**src/rtl/snake_step_ctrl_if.sv**
```systemverilog
// Handshake bundle between the snake step sequencer and its environment
// (direction logic, body FIFO, occupancy map, food randomizer).
interface snake_step_ctrl_if;
    logic       tick;
    logic       start;
    logic [1:0] dir_in;
    logic [7:0] occ_addr;
    logic       occ_q;
    logic       body_push;
    logic [7:0] body_data;
    logic       body_pop;
    logic [7:0] tail_pos;
    logic [7:0] food_pos;
    logic       food_valid;
    logic       food_req;
    logic [7:0] head_pos;
    logic [5:0] length;
    logic [7:0] score;
    logic [1:0] state;
    logic       dead;

    modport slave (
        input  tick, start, dir_in, occ_q, tail_pos, food_pos, food_valid,
        output occ_addr, body_push, body_data, body_pop, food_req,
               head_pos, length, score, state, dead
    );

    modport master (
        output tick, start, dir_in, occ_q, tail_pos, food_pos, food_valid,
        input  occ_addr, body_push, body_data, body_pop, food_req,
               head_pos, length, score, state, dead
    );
endinterface

```
**src/rtl/snake_step_ctrl.sv**
```systemverilog
// Snake game sequencer: one head step per tick (CALC/CHECK/COMMIT), body FIFO
// push/pop, growth, length/score keeping and IDLE/RUN/DEAD game state.
module snake_step_ctrl #(
    parameter int W        = 16,
    parameter int H        = 8,
    parameter int INIT_LEN = 3,
    parameter int MAX_LEN  = 32,
    parameter int WRAP     = 1
) (
    input  logic             clk,
    input  logic             reset,
    snake_step_ctrl_if.slave bus
);
    localparam logic [1:0] DIR_UP    = 2'b00;
    localparam logic [1:0] DIR_DOWN  = 2'b01;
    localparam logic [1:0] DIR_LEFT  = 2'b10;
    localparam logic [1:0] DIR_RIGHT = 2'b11;
    localparam logic [3:0] HALF_Y    = 4'(H / 2);
    localparam logic [3:0] INIT_X0   = 4'(2 - INIT_LEN + 1);

    typedef enum logic [2:0] {
        stIdle, stInit, stWait, stCalc, stCheck, stCommit, stDead
    } ctrlState_t;

    ctrlState_t stateReg, stateNext;
    logic [7:0] headReg, headNext, nxtReg, nxtNext, dataReg, dataNext;
    logic [1:0] dirReg, dirNext, dirEff;
    logic       wallReg, wallNext, growReg, growNext;
    logic [5:0] lenReg, lenNext;
    logic [7:0] scoreReg, scoreNext;
    logic       pushReg, pushNext, popReg, popNext, foodReqReg, foodReqNext;
    logic [3:0] stepX, stepY;
    logic       stepWall, grow, hit;

    // Opposite directions differ only in bit 0, so a reversal keeps the old heading.
    assign dirEff = (bus.dir_in == (dirReg ^ 2'b01)) ? dirReg : bus.dir_in;

    always_comb begin
        stepX    = headReg[7:4];
        stepY    = headReg[3:0];
        stepWall = 1'b0;
        unique case (dirEff)
            DIR_UP: begin
                if (headReg[3:0] == 4'd0) begin
                    stepY    = 4'(H - 1);
                    stepWall = (WRAP == 0);
                end else stepY = headReg[3:0] - 4'd1;
            end
            DIR_DOWN: begin
                if (headReg[3:0] == 4'(H - 1)) begin
                    stepY    = 4'd0;
                    stepWall = (WRAP == 0);
                end else stepY = headReg[3:0] + 4'd1;
            end
            DIR_LEFT: begin
                if (headReg[7:4] == 4'd0) begin
                    stepX    = 4'(W - 1);
                    stepWall = (WRAP == 0);
                end else stepX = headReg[7:4] - 4'd1;
            end
            DIR_RIGHT: begin
                if (headReg[7:4] == 4'(W - 1)) begin
                    stepX    = 4'd0;
                    stepWall = (WRAP == 0);
                end else stepX = headReg[7:4] + 4'd1;
            end
        endcase
    end

    // Entering the cell the tail leaves this same step is legal unless we grow.
    assign grow = bus.food_valid && (nxtReg == bus.food_pos);
    assign hit  = wallReg || (bus.occ_q && !((nxtReg == bus.tail_pos) && !grow));

    always_comb begin
        stateNext   = stateReg;
        headNext    = headReg;
        dirNext     = dirReg;
        nxtNext     = nxtReg;
        wallNext    = wallReg;
        growNext    = growReg;
        lenNext     = lenReg;
        scoreNext   = scoreReg;
        dataNext    = dataReg;
        pushNext    = 1'b0;
        popNext     = 1'b0;
        foodReqNext = 1'b0;
        unique case (stateReg)
            stIdle, stDead: begin
                if (bus.start) begin
                    stateNext   = stInit;
                    headNext    = {4'd2, HALF_Y};
                    dirNext     = DIR_RIGHT;
                    lenNext     = '0;
                    scoreNext   = '0;
                    wallNext    = 1'b0;
                    pushNext    = 1'b1;
                    dataNext    = {INIT_X0, HALF_Y};
                    foodReqNext = (INIT_LEN == 1);
                end
            end
            stInit: begin
                // length doubles as the index of the cell being pushed
                lenNext = lenReg + 6'd1;
                if (lenReg == 6'(INIT_LEN - 1)) begin
                    stateNext = stWait;
                end else begin
                    pushNext    = 1'b1;
                    dataNext    = {INIT_X0 + lenReg[3:0] + 4'd1, HALF_Y};
                    foodReqNext = (lenReg + 6'd1 == 6'(INIT_LEN - 1));
                end
            end
            stWait: begin
                if (bus.tick) begin
                    stateNext = stCalc;
                    dirNext   = dirEff;
                    nxtNext   = {stepX, stepY};
                    wallNext  = stepWall;
                end
            end
            stCalc: stateNext = stCheck;
            stCheck: begin
                if (hit) begin
                    stateNext = stDead;
                end else begin
                    stateNext   = stCommit;
                    pushNext    = 1'b1;
                    dataNext    = nxtReg;
                    growNext    = grow;
                    foodReqNext = grow;
                    popNext     = !grow || (lenReg == 6'(MAX_LEN));
                end
            end
            stCommit: begin
                stateNext = stWait;
                headNext  = nxtReg;
                if (growReg) begin
                    if (lenReg != 6'(MAX_LEN)) lenNext = lenReg + 6'd1;
                    if (scoreReg != 8'hFF) scoreNext = scoreReg + 8'd1;
                end
            end
            default: stateNext = stIdle;
        endcase
    end

    always_ff @(posedge clk or negedge reset) begin
        if (!reset) begin
            stateReg   <= stIdle;
            headReg    <= '0;
            dirReg     <= DIR_RIGHT;
            nxtReg     <= '0;
            wallReg    <= 1'b0;
            growReg    <= 1'b0;
            lenReg     <= '0;
            scoreReg   <= '0;
            dataReg    <= '0;
            pushReg    <= 1'b0;
            popReg     <= 1'b0;
            foodReqReg <= 1'b0;
        end else begin
            stateReg   <= stateNext;
            headReg    <= headNext;
            dirReg     <= dirNext;
            nxtReg     <= nxtNext;
            wallReg    <= wallNext;
            growReg    <= growNext;
            lenReg     <= lenNext;
            scoreReg   <= scoreNext;
            dataReg    <= dataNext;
            pushReg    <= pushNext;
            popReg     <= popNext;
            foodReqReg <= foodReqNext;
        end
    end

    assign bus.occ_addr  = nxtReg;
    assign bus.body_push = pushReg;
    assign bus.body_data = dataReg;
    assign bus.body_pop  = popReg;
    assign bus.food_req  = foodReqReg;
    assign bus.head_pos  = headReg;
    assign bus.length    = lenReg;
    assign bus.score     = scoreReg;
    assign bus.dead      = (stateReg == stDead);
    assign bus.state     = (stateReg == stIdle) ? 2'b00 :
                           (stateReg == stDead) ? 2'b10 : 2'b01;
endmodule

```
**src/flat_wrapper.sv**
```systemverilog
// flat-port wrapper written by rule: the top's interface ports become plain ports
module snake_step_ctrl_flat 
#(
    parameter int W        = 16,
    parameter int H        = 8,
    parameter int INIT_LEN = 3,
    parameter int MAX_LEN  = 32,
    parameter int WRAP     = 1
)
  (clk, reset, bus_tick, bus_start, bus_dir_in, bus_occ_q, bus_tail_pos, bus_food_pos, bus_food_valid, bus_occ_addr, bus_body_push, bus_body_data, bus_body_pop, bus_food_req, bus_head_pos, bus_length, bus_score, bus_state, bus_dead);
  snake_step_ctrl_if bus_i ();
  input  logic clk;
  input  logic reset;
  input wire logic [$bits(bus_i.tick)-1:0] bus_tick;
  input wire logic [$bits(bus_i.start)-1:0] bus_start;
  input wire logic [$bits(bus_i.dir_in)-1:0] bus_dir_in;
  input wire logic [$bits(bus_i.occ_q)-1:0] bus_occ_q;
  input wire logic [$bits(bus_i.tail_pos)-1:0] bus_tail_pos;
  input wire logic [$bits(bus_i.food_pos)-1:0] bus_food_pos;
  input wire logic [$bits(bus_i.food_valid)-1:0] bus_food_valid;
  output wire logic [$bits(bus_i.occ_addr)-1:0] bus_occ_addr;
  output wire logic [$bits(bus_i.body_push)-1:0] bus_body_push;
  output wire logic [$bits(bus_i.body_data)-1:0] bus_body_data;
  output wire logic [$bits(bus_i.body_pop)-1:0] bus_body_pop;
  output wire logic [$bits(bus_i.food_req)-1:0] bus_food_req;
  output wire logic [$bits(bus_i.head_pos)-1:0] bus_head_pos;
  output wire logic [$bits(bus_i.length)-1:0] bus_length;
  output wire logic [$bits(bus_i.score)-1:0] bus_score;
  output wire logic [$bits(bus_i.state)-1:0] bus_state;
  output wire logic [$bits(bus_i.dead)-1:0] bus_dead;
  assign bus_i.tick = bus_tick;
  assign bus_i.start = bus_start;
  assign bus_i.dir_in = bus_dir_in;
  assign bus_i.occ_q = bus_occ_q;
  assign bus_i.tail_pos = bus_tail_pos;
  assign bus_i.food_pos = bus_food_pos;
  assign bus_i.food_valid = bus_food_valid;
  assign bus_occ_addr = bus_i.occ_addr;
  assign bus_body_push = bus_i.body_push;
  assign bus_body_data = bus_i.body_data;
  assign bus_body_pop = bus_i.body_pop;
  assign bus_food_req = bus_i.food_req;
  assign bus_head_pos = bus_i.head_pos;
  assign bus_length = bus_i.length;
  assign bus_score = bus_i.score;
  assign bus_state = bus_i.state;
  assign bus_dead = bus_i.dead;
  snake_step_ctrl #(.W(W), .H(H), .INIT_LEN(INIT_LEN), .MAX_LEN(MAX_LEN), .WRAP(WRAP)) u_core (.clk(clk), .reset(reset), .bus(bus_i));
endmodule
```
**config.mk**
```make
export PLATFORM = sky130hd
export DESIGN_NAME = snake_step_ctrl_flat
export DESIGN_NICKNAME = d
export VERILOG_FILES = /design/src/rtl/snake_step_ctrl_if.sv /design/src/rtl/snake_step_ctrl.sv /design/src/flat_wrapper.sv
export SDC_FILE = /design/constraint.sdc
export NUM_CORES = 1
export LEC_CHECK = 0
export CORE_ASPECT_RATIO = 0.9
export CORE_MARGIN = 5
export CORE_UTILIZATION = 50
export DETAILED_ROUTE_END_ITERATION = 12
export HOLD_SLACK_MARGIN = 0.1
export PLACE_DENSITY_LB_ADDON = 0.08
export SLEW_MARGIN = 20
export SYNTH_ARGS = -nofsm -noshare
export SYNTH_HDL_FRONTEND = slang
export SYNTH_SLANG_ARGS = --single-unit
```
**constraint.sdc**
```tcl
create_clock -name clk -period 2.07 [get_ports clk]
set_input_delay 0.207 -clock clk [delete_from_list [all_inputs] [get_ports clk]]
set_output_delay 0.207 -clock clk [all_outputs]
set_load 0.05 [all_outputs]
```
==> results of run 1 <==
## power by group through the flow
stage / Clock, mW / Sequential (mW) / Combinational (mW)
final: 0.679 / 1.61 / 3.71
after global routing: 0.735 / 1.66 / 3.95
after CTS: 0.684 / 1.60 / 3.60
after detailed placement: 0 / 1.61 / 3.57
after global placement: 0 / 1.61 / 3.51
after floorplan: 0 / 2.35 / 1.41
## per-stage QoR
step	utilization	setup slack (ns)	hold slack, ns	instances	setup TNS (ns)
final	0.756	-0.0217	0.294	480	-0.0778
after floorplan	-	-0.00312	-0.0886	304	-0.00312
after detailed placement	0.716	-0.266	0.0782	465	-1.76
after CTS	0.739	0.00902	0.302	475	0
after global placement	0.716	-0.127	0.0746	465	-0.783
after global routing	0.756	-0.128	0.319	480	-0.600
## layer usage
metal,vias up,track usage,wire length [um]
met5,-,0,0
met4,0,0.0565,70
met3,4,0.0426,605
met2,104,0.381,3890
met1,1359,0.331,3700
li1,1294,-,-
## cells in the final DEF, fill, tap and decap left out, types with 2 or more instances in the layout
cell             synthesis  routed
nor2_1                  18      18
a22o_1                   2       2
clkbuf_8                 0       5
o21ai_0                 21      21
ha_1                     9       9
clkdlybuf4s50_1          0      63
buf_4                    0      48
nand3_1                 17      17
dfstp_2                  2       2
and2_1                   2       2
dfrtp_2                  0      16
nand2_1                 33      33
xnor2_1                 18      16
a31oi_1                  5       5
inv_1                   18      18
mux2i_1                  2       2
nor3_1                   2       2
o22a_1                   2       2
dfrtp_1                 45      29
nand4_1                  6       6
nand3b_1                 3       3
nor2b_1                  4       4
mux2_2                   7       6
o31ai_1                  5       5
xor2_1                  12      12
a2bb2o_1                 2       2
a21oi_1                 13      13
and3_1                   2       2
xnor2_2                  0       2
o21bai_1                 3       3
a211oi_1                 3       3
nand2b_1                 3       3
## logic make-up after synthesis
| kind of cell | Yosys count | synth area share |
|---|---|---|
| xor+xnor | 30 | 0.0934 |
| flops | 47 | 0.419 |
| compound gates | 73 | 0.178 |
| mux | 9 | 0.0351 |
| simple gates | 105 | 0.190 |
| buf+inv | 31 | 0.0445 |
| fa+ha+maj | 9 | 0.0400 |
## area by class of cell
type                    count  area (um2)
clock buffers               6        72.6
clock inverters             2        37.5
fillers                   392        1310
inverters                  18        67.6
multi-input cells         226        1560
flip-flops and latches     47        1200
well taps                  67        83.8
repair buffers            114        1030
## registers in the layout (all words and copies together) (netlist names)
name	cells
u_core.bus.body_push	1
u_core.stateReg	3
u_core.bus.body_pop	1
u_core.bus.head_pos	8
u_core.bus.food_req	1
u_core.bus.score	8
u_core.growReg	1
u_core.bus.body_data	8
u_core.dirReg	2
u_core.bus.length	6
u_core.bus.occ_addr	8
## critical path: cells and delay by family (launching register included)
kind | cells | cell delay, ns
flops | 1 | 0.44
simple gates | 2 | 0.34
buf+inv | 3 | 0.48
xor+xnor | 1 | 0.13
compound gates | 3 | 0.58
## worst paths after layout
path	to	slack [ns]	cells past startpoint
max in group asynchronous	u_core.dirReg[0]	1.18	3
min in group clk	u_core.bus.body_data[0]	0.50	1
max reg2reg	u_core.bus.body_data[3]	-0.02	9
min reg2reg	u_core.bus.body_data[0]	0.50	1
max	u_core.bus.body_data[3]	-0.02	9
min	u_core.bus.length[3]	0.29	2
## Yosys cell counts (all sizes together), types with 2 or more instances
cell type  number  area (um2)
and2            2        12.5
nand4           6        37.5
nor3            4        30.0
a21oi          14        73.8
mux2i           2        20.0
a22o            2        17.5
nor4            2        12.5
ha              9         113
inv            18        67.6
nor2           20        85.1
mux2            7        78.8
o21ai          22         114
o22a            2        17.5
clkbuf          6        23.8
a211oi          4        42.5
or3             3        20.0
or4             2        15.0
nand2b          3        18.8
o31ai           5        37.5
a2bb2o          2        20.0
xnor2          18         158
and3            2        12.5
a31oi           5        31.3
dfrtp          45        1130
dfstp           2        52.6
nor2b           4        25.0
buf             7        33.8
a21o            2        16.3
nand2          33         124
nand3          17        85.1
xor2           12         105
nand3b          3        22.5
o21bai          3        22.5
## timing repair
item | 4_1_cts | 5_1_grt
gates resized for setup | 0 | 10
hold buffers | 1 | 0
setup endpoints to repair | 6 | 10
pin swaps | 4 | 3
buffers inserted | 1 | 5
hold endpoints to repair | 31 | 0
gates cloned | 0 | 0
==> impl_metrics.yaml, run 1 <==
worst_setup_path:
  crit_path_end_kind: "flip-flop"
  critPathLaunch: "u_core.bus.occ_addr[7]"
  cp_max_fo: 6
  crit_required_ns: 2.26
  cp-start-kind: "flip-flop"
  cp_slowest_cell: "dfrtp_2"
  arrival_ns: 2.28
  crit_chain: "buf_4, xor2_1, nor4_1, buf_4, nand2_1, o21ai_2, a211oi_4, buf_4, a2bb2o_1"
  path_class: "flip-flop to flip-flop"
  max_stage_delay_ns: 0.44
  crit_top_cell: "buf_4"
  rr_startpoint: "u_core.bus.occ_addr[7]"
timing:
  tightest_slew_ns: 0.524
  fin_ws_ns: -0.0217
  fmaxAchievable_ghz: 0.478
  drv_slew: 0
  min_period_over_period: 1.01
  setup_violations: 4
  rsz0062_at_grt: "yes"
  fin_crit_ns: 2.09
  slew-limit-headroom: 0.649
  hold_violations: 0
  skew_ns: 0.0144
yosys:
  ys_types: 59
  syn_avg_cell_area_um2: 9.25
  ys_seq_area_frac: 0.419
  netlist_area_um2: 2810
  synth-async-reset-ratio: 1.00
  postSynthCellCount: 304
  yosys_most_used_dff: "dfrtp_1"
  synth_seq_cells: 47
  synthesis.nets: 337
  synth-edff-count: 0
  yosys_warnings: 0
floorplan:
  dieArea_um2: 7230
  rows: 25
  die_width_um: 89.1
  coreArea_um2: 5350
  io-pin-count: 68
  die_y_um: 81.2
  start_util: 0.526
clock_network:
  cts_buffer_depth: 2
  clk_latency_ns: 0.30
  cts_root_buffer: "clkbuf_8"
  cts_buffers: 5
  tritoncts: "built"
  cts.sinks: 47
  cts.clk_slew.worst_paths_ns: 0.09
  htreeDepth: 2
global_routing:
  grt_max_degree: 20
  grt_overflow: 0
  grt_pass1_wl_um: 13000
  grt_pass1_vias: 2689
  antenna_found_initial: 0
  grt_usage: 0.236
pwr:
  ir_drop_mv: 1.10
  pwr-share-seq: 0.268
  p_leak_nw: 1.77
  p_total_mw: 6.00
  pwr-share-comb: 0.619
  clkPwrFrac: 0.113
  swShare: 0.477
  total_switching_power_mw: 2.86
  powerDensity_nw_per_um2: 1480
  intPower_mw: 3.14
finish:
  n_antenna_cell: 0
  design_area_um2: 4040
  syn_to_final_growth_pct: 43.7
  drive_above_1_share: 0.240
  fin_nets: 445
place:
  dp.final_hpwl_um: 6280
  placed_cell_area_um2: 3830
  gp_routability_congestion: 0.935
  port_buffers: 67
routing:
  first_pass_iters: 5
  vias: 2761
  wl_per_cell_um: 17.2
  drc: 0
  routed_wirelength_um: 8260
  drtIter0Drc: 178
  drtAntennaViolNets: 0
  via_per_inst: 5.75
run:
  maxCapViolCount: 0
min_path:
  hold_path_class: "input pin to async pin"
run_status:
  failed_checks: "setup timing"
  status: "complete, but fails checks"
No activity file was read; power rests on OpenSTA's default activity.
==> run 2: changes to the inputs <==
ABC_CLOCK_PERIOD_IN_PS = 2070   (was unset)
==> results of run 2 <==
No change in the layout: final DEF, timing and power equal those of run 1.
==> run 3: changes to the inputs <==
ABC_CLOCK_PERIOD_IN_PS = 1800   (was 2070)
CORE_UTILIZATION = 45   (was 50)
clock period = 1.8 ns   (was 2.07 ns; I/O delays follow)
==> impl_metrics.yaml, run 3 (same netlist as run 1, synthesis figures left out) <==
pwr:
  pwr-share-seq: 0.244
  clkPwrFrac: 0.103
  total_switching_power_mw: 3.54
  pwr-share-comb: 0.653
  intPower_mw: 4.00
  ir_drop_mv: 1.13
  swShare: 0.470
  powerDensity_nw_per_um2: 1690
  p_leak_nw: 2.02
worst_setup_path:
  cp_slowest_cell: "dfrtp_2"
  path_class: "flip-flop to flip-flop"
  crit_path_end_kind: "flip-flop"
  arrival_ns: 2.28
  cp_max_fo: 4
  crit_required_ns: 1.99
  crit_buf_inv: 1
  cp-start-kind: "flip-flop"
  crit_chain: "xnor2_1, nand4_1, nor3_4, o21ai_4, a211oi_4, buf_6, mux2_4"
  cp_top_family: "flip-flops"
  max_stage_delay_ns: 0.45
clock_network:
  tritoncts: "built"
  cts_buffers: 5
  cts.clk_slew.worst_paths_ns: 0.08
  cts_root_buffer: "clkbuf_8"
  cts_buffer_depth: 2
  htreeDepth: 2
  cts.sinks: 47
  clk_latency_ns: 0.31
timing:
  fin_tns_setup_ns: -1.68
  rsz0062_at_grt: "yes"
  slew-limit-headroom: 0.590
  fmaxAchievable_ghz: 0.478
  skew_ns: 0.00875
  hold_violations: 0
  tightest_slew_ns: 0.615
  setup_violations: 15
  min_period_over_period: 1.16
  drv_slew: 0
  fin_ws_ns: -0.293
  fin_crit_ns: 2.09
routing:
  routed_wirelength_um: 8960
  wl_per_cell_um: 17.1
  drtIter0Drc: 156
  drc: 0
  vias: 2818
  drtAntennaViolNets: 0
  via_per_inst: 5.37
  first_pass_iters: 4
floorplan:
  dieArea_um2: 7930
  die_y_um: 85
  io-pin-count: 68
  coreArea_um2: 6110
  start_util: 0.460
  rows: 27
  die_width_um: 93.3
finish:
  n_fill_cell: 450
  n_antenna_cell: 0
  final_common_cell: "buf_4"
  final_cell_mix: "84 x buf_4, 42 x clkdlybuf4s50_1, 28 x nand2_1"
  fin_nets: 470
  drive_above_1_share: 0.395
  syn_to_final_growth_pct: 58.9
run_status:
  failed_checks: "setup timing"
  status: "complete, but fails checks"
global_routing:
  grt_max_degree: 48
  grt_pass1_wl_um: 13700
  antenna_found_initial: 0
  grt_usage: 0.216
  grt_pass1_vias: 2788
  grt_overflow: 0
place:
  place_ws_ns: -0.473
  dp.final_hpwl_um: 6100
  port_buffers: 67
  gp_routability_congestion: 0.848
min_path:
  hold_path_class: "input pin to async pin"
run:
  maxCapViolCount: 0
run 3: worst reg2reg max path: stages, from the launching register on:
cell	delay, ns
dfrtp_2	0.45
xnor2_1	0.18
nand4_1	0.20
nor3_4	0.26
o21ai_4	0.11
a211oi_4	0.30
buf_6	0.18
mux2_4	0.31
run 3: metrics by stage:
stage / total power [mW] / area, um2 / hold slack [ns] / std cells / utilization
floorplan: 4.38 / 2870 / -0.116 / 304 / -
global placement: 6.00 / 3950 / 0.316 / 498 / 0.646
detailed placement: 6.08 / 3950 / 0.315 / 498 / 0.646
CTS: 7.08 / 4220 / 0.501 / 518 / 0.691
global route: 7.95 / 4470 / 0.539 / 525 / 0.731
finish: 7.54 / 4470 / 0.499 / 525 / 0.731
run 3: worst paths after layout:
path,slack [ns],startpoint,end,cells after the start
worst min register to register,0.52,u_core.bus.body_data[0],u_core.bus.body_data[0],1
worst max register to register,-0.29,u_core.bus.occ_addr[4],u_core.bus.body_data[4],7
worst max-delay path,-0.29,u_core.bus.occ_addr[4],u_core.bus.body_data[4],7
min in group clk,0.52,u_core.bus.body_data[0],u_core.bus.body_data[0],1
worst min-delay path,0.50,reset,u_core.bus.length[4],3
max in group asynchronous,0.85,reset,u_core.bus.occ_addr[7],3
run 3: layout make-up:
cell class                 count  area (um2)  share of cell area
inverter                      18        67.6              0.0151
clock inverter                 1        30.0             0.00672
tap                           87         109              0.0243
timing repair buffer         139        1210               0.270
multi-input combinational    226        1780               0.397
clock buffer                   7        76.3              0.0171
sequential                    47        1200               0.269
run 3: per-layer routing:
| layer | vias to the layer above | share of wire | GRT usage |
|---|---|---|---|
| met2 | 87 | 0.51 | 0.366 |
| met3 | 15 | 0.043 | 0.0355 |
| met4 | 0 | 0.018 | 0.0759 |
| met1 | 1379 | 0.43 | 0.278 |
| li1 | 1337 | - | - |
| met5 | - | 0 | 0 |
run 3: power by group through the flow:
stage,Sequential (mW),Combinational [mW],Clock (mW)
5_1_grt,1.89,5.23,0.825
3_5_place_dp,1.84,4.23,0
6_report,1.84,4.92,0.778
2_1_floorplan,2.72,1.66,0
4_1_cts,1.83,4.47,0.780
3_3_place_gp,1.83,4.17,0
run 3: what timing repair did:
| item | 4_1_cts | 5_1_grt |
|---|---|---|
| setup buffers | 13 | 11 |
| gates resized for setup | 18 | 48 |
| pin swaps | 8 | 22 |
| hold buffers | 1 | 0 |
| setup endpoints to repair | 15 | 29 |
| endpoints found under the hold margin | 45 | 0 |
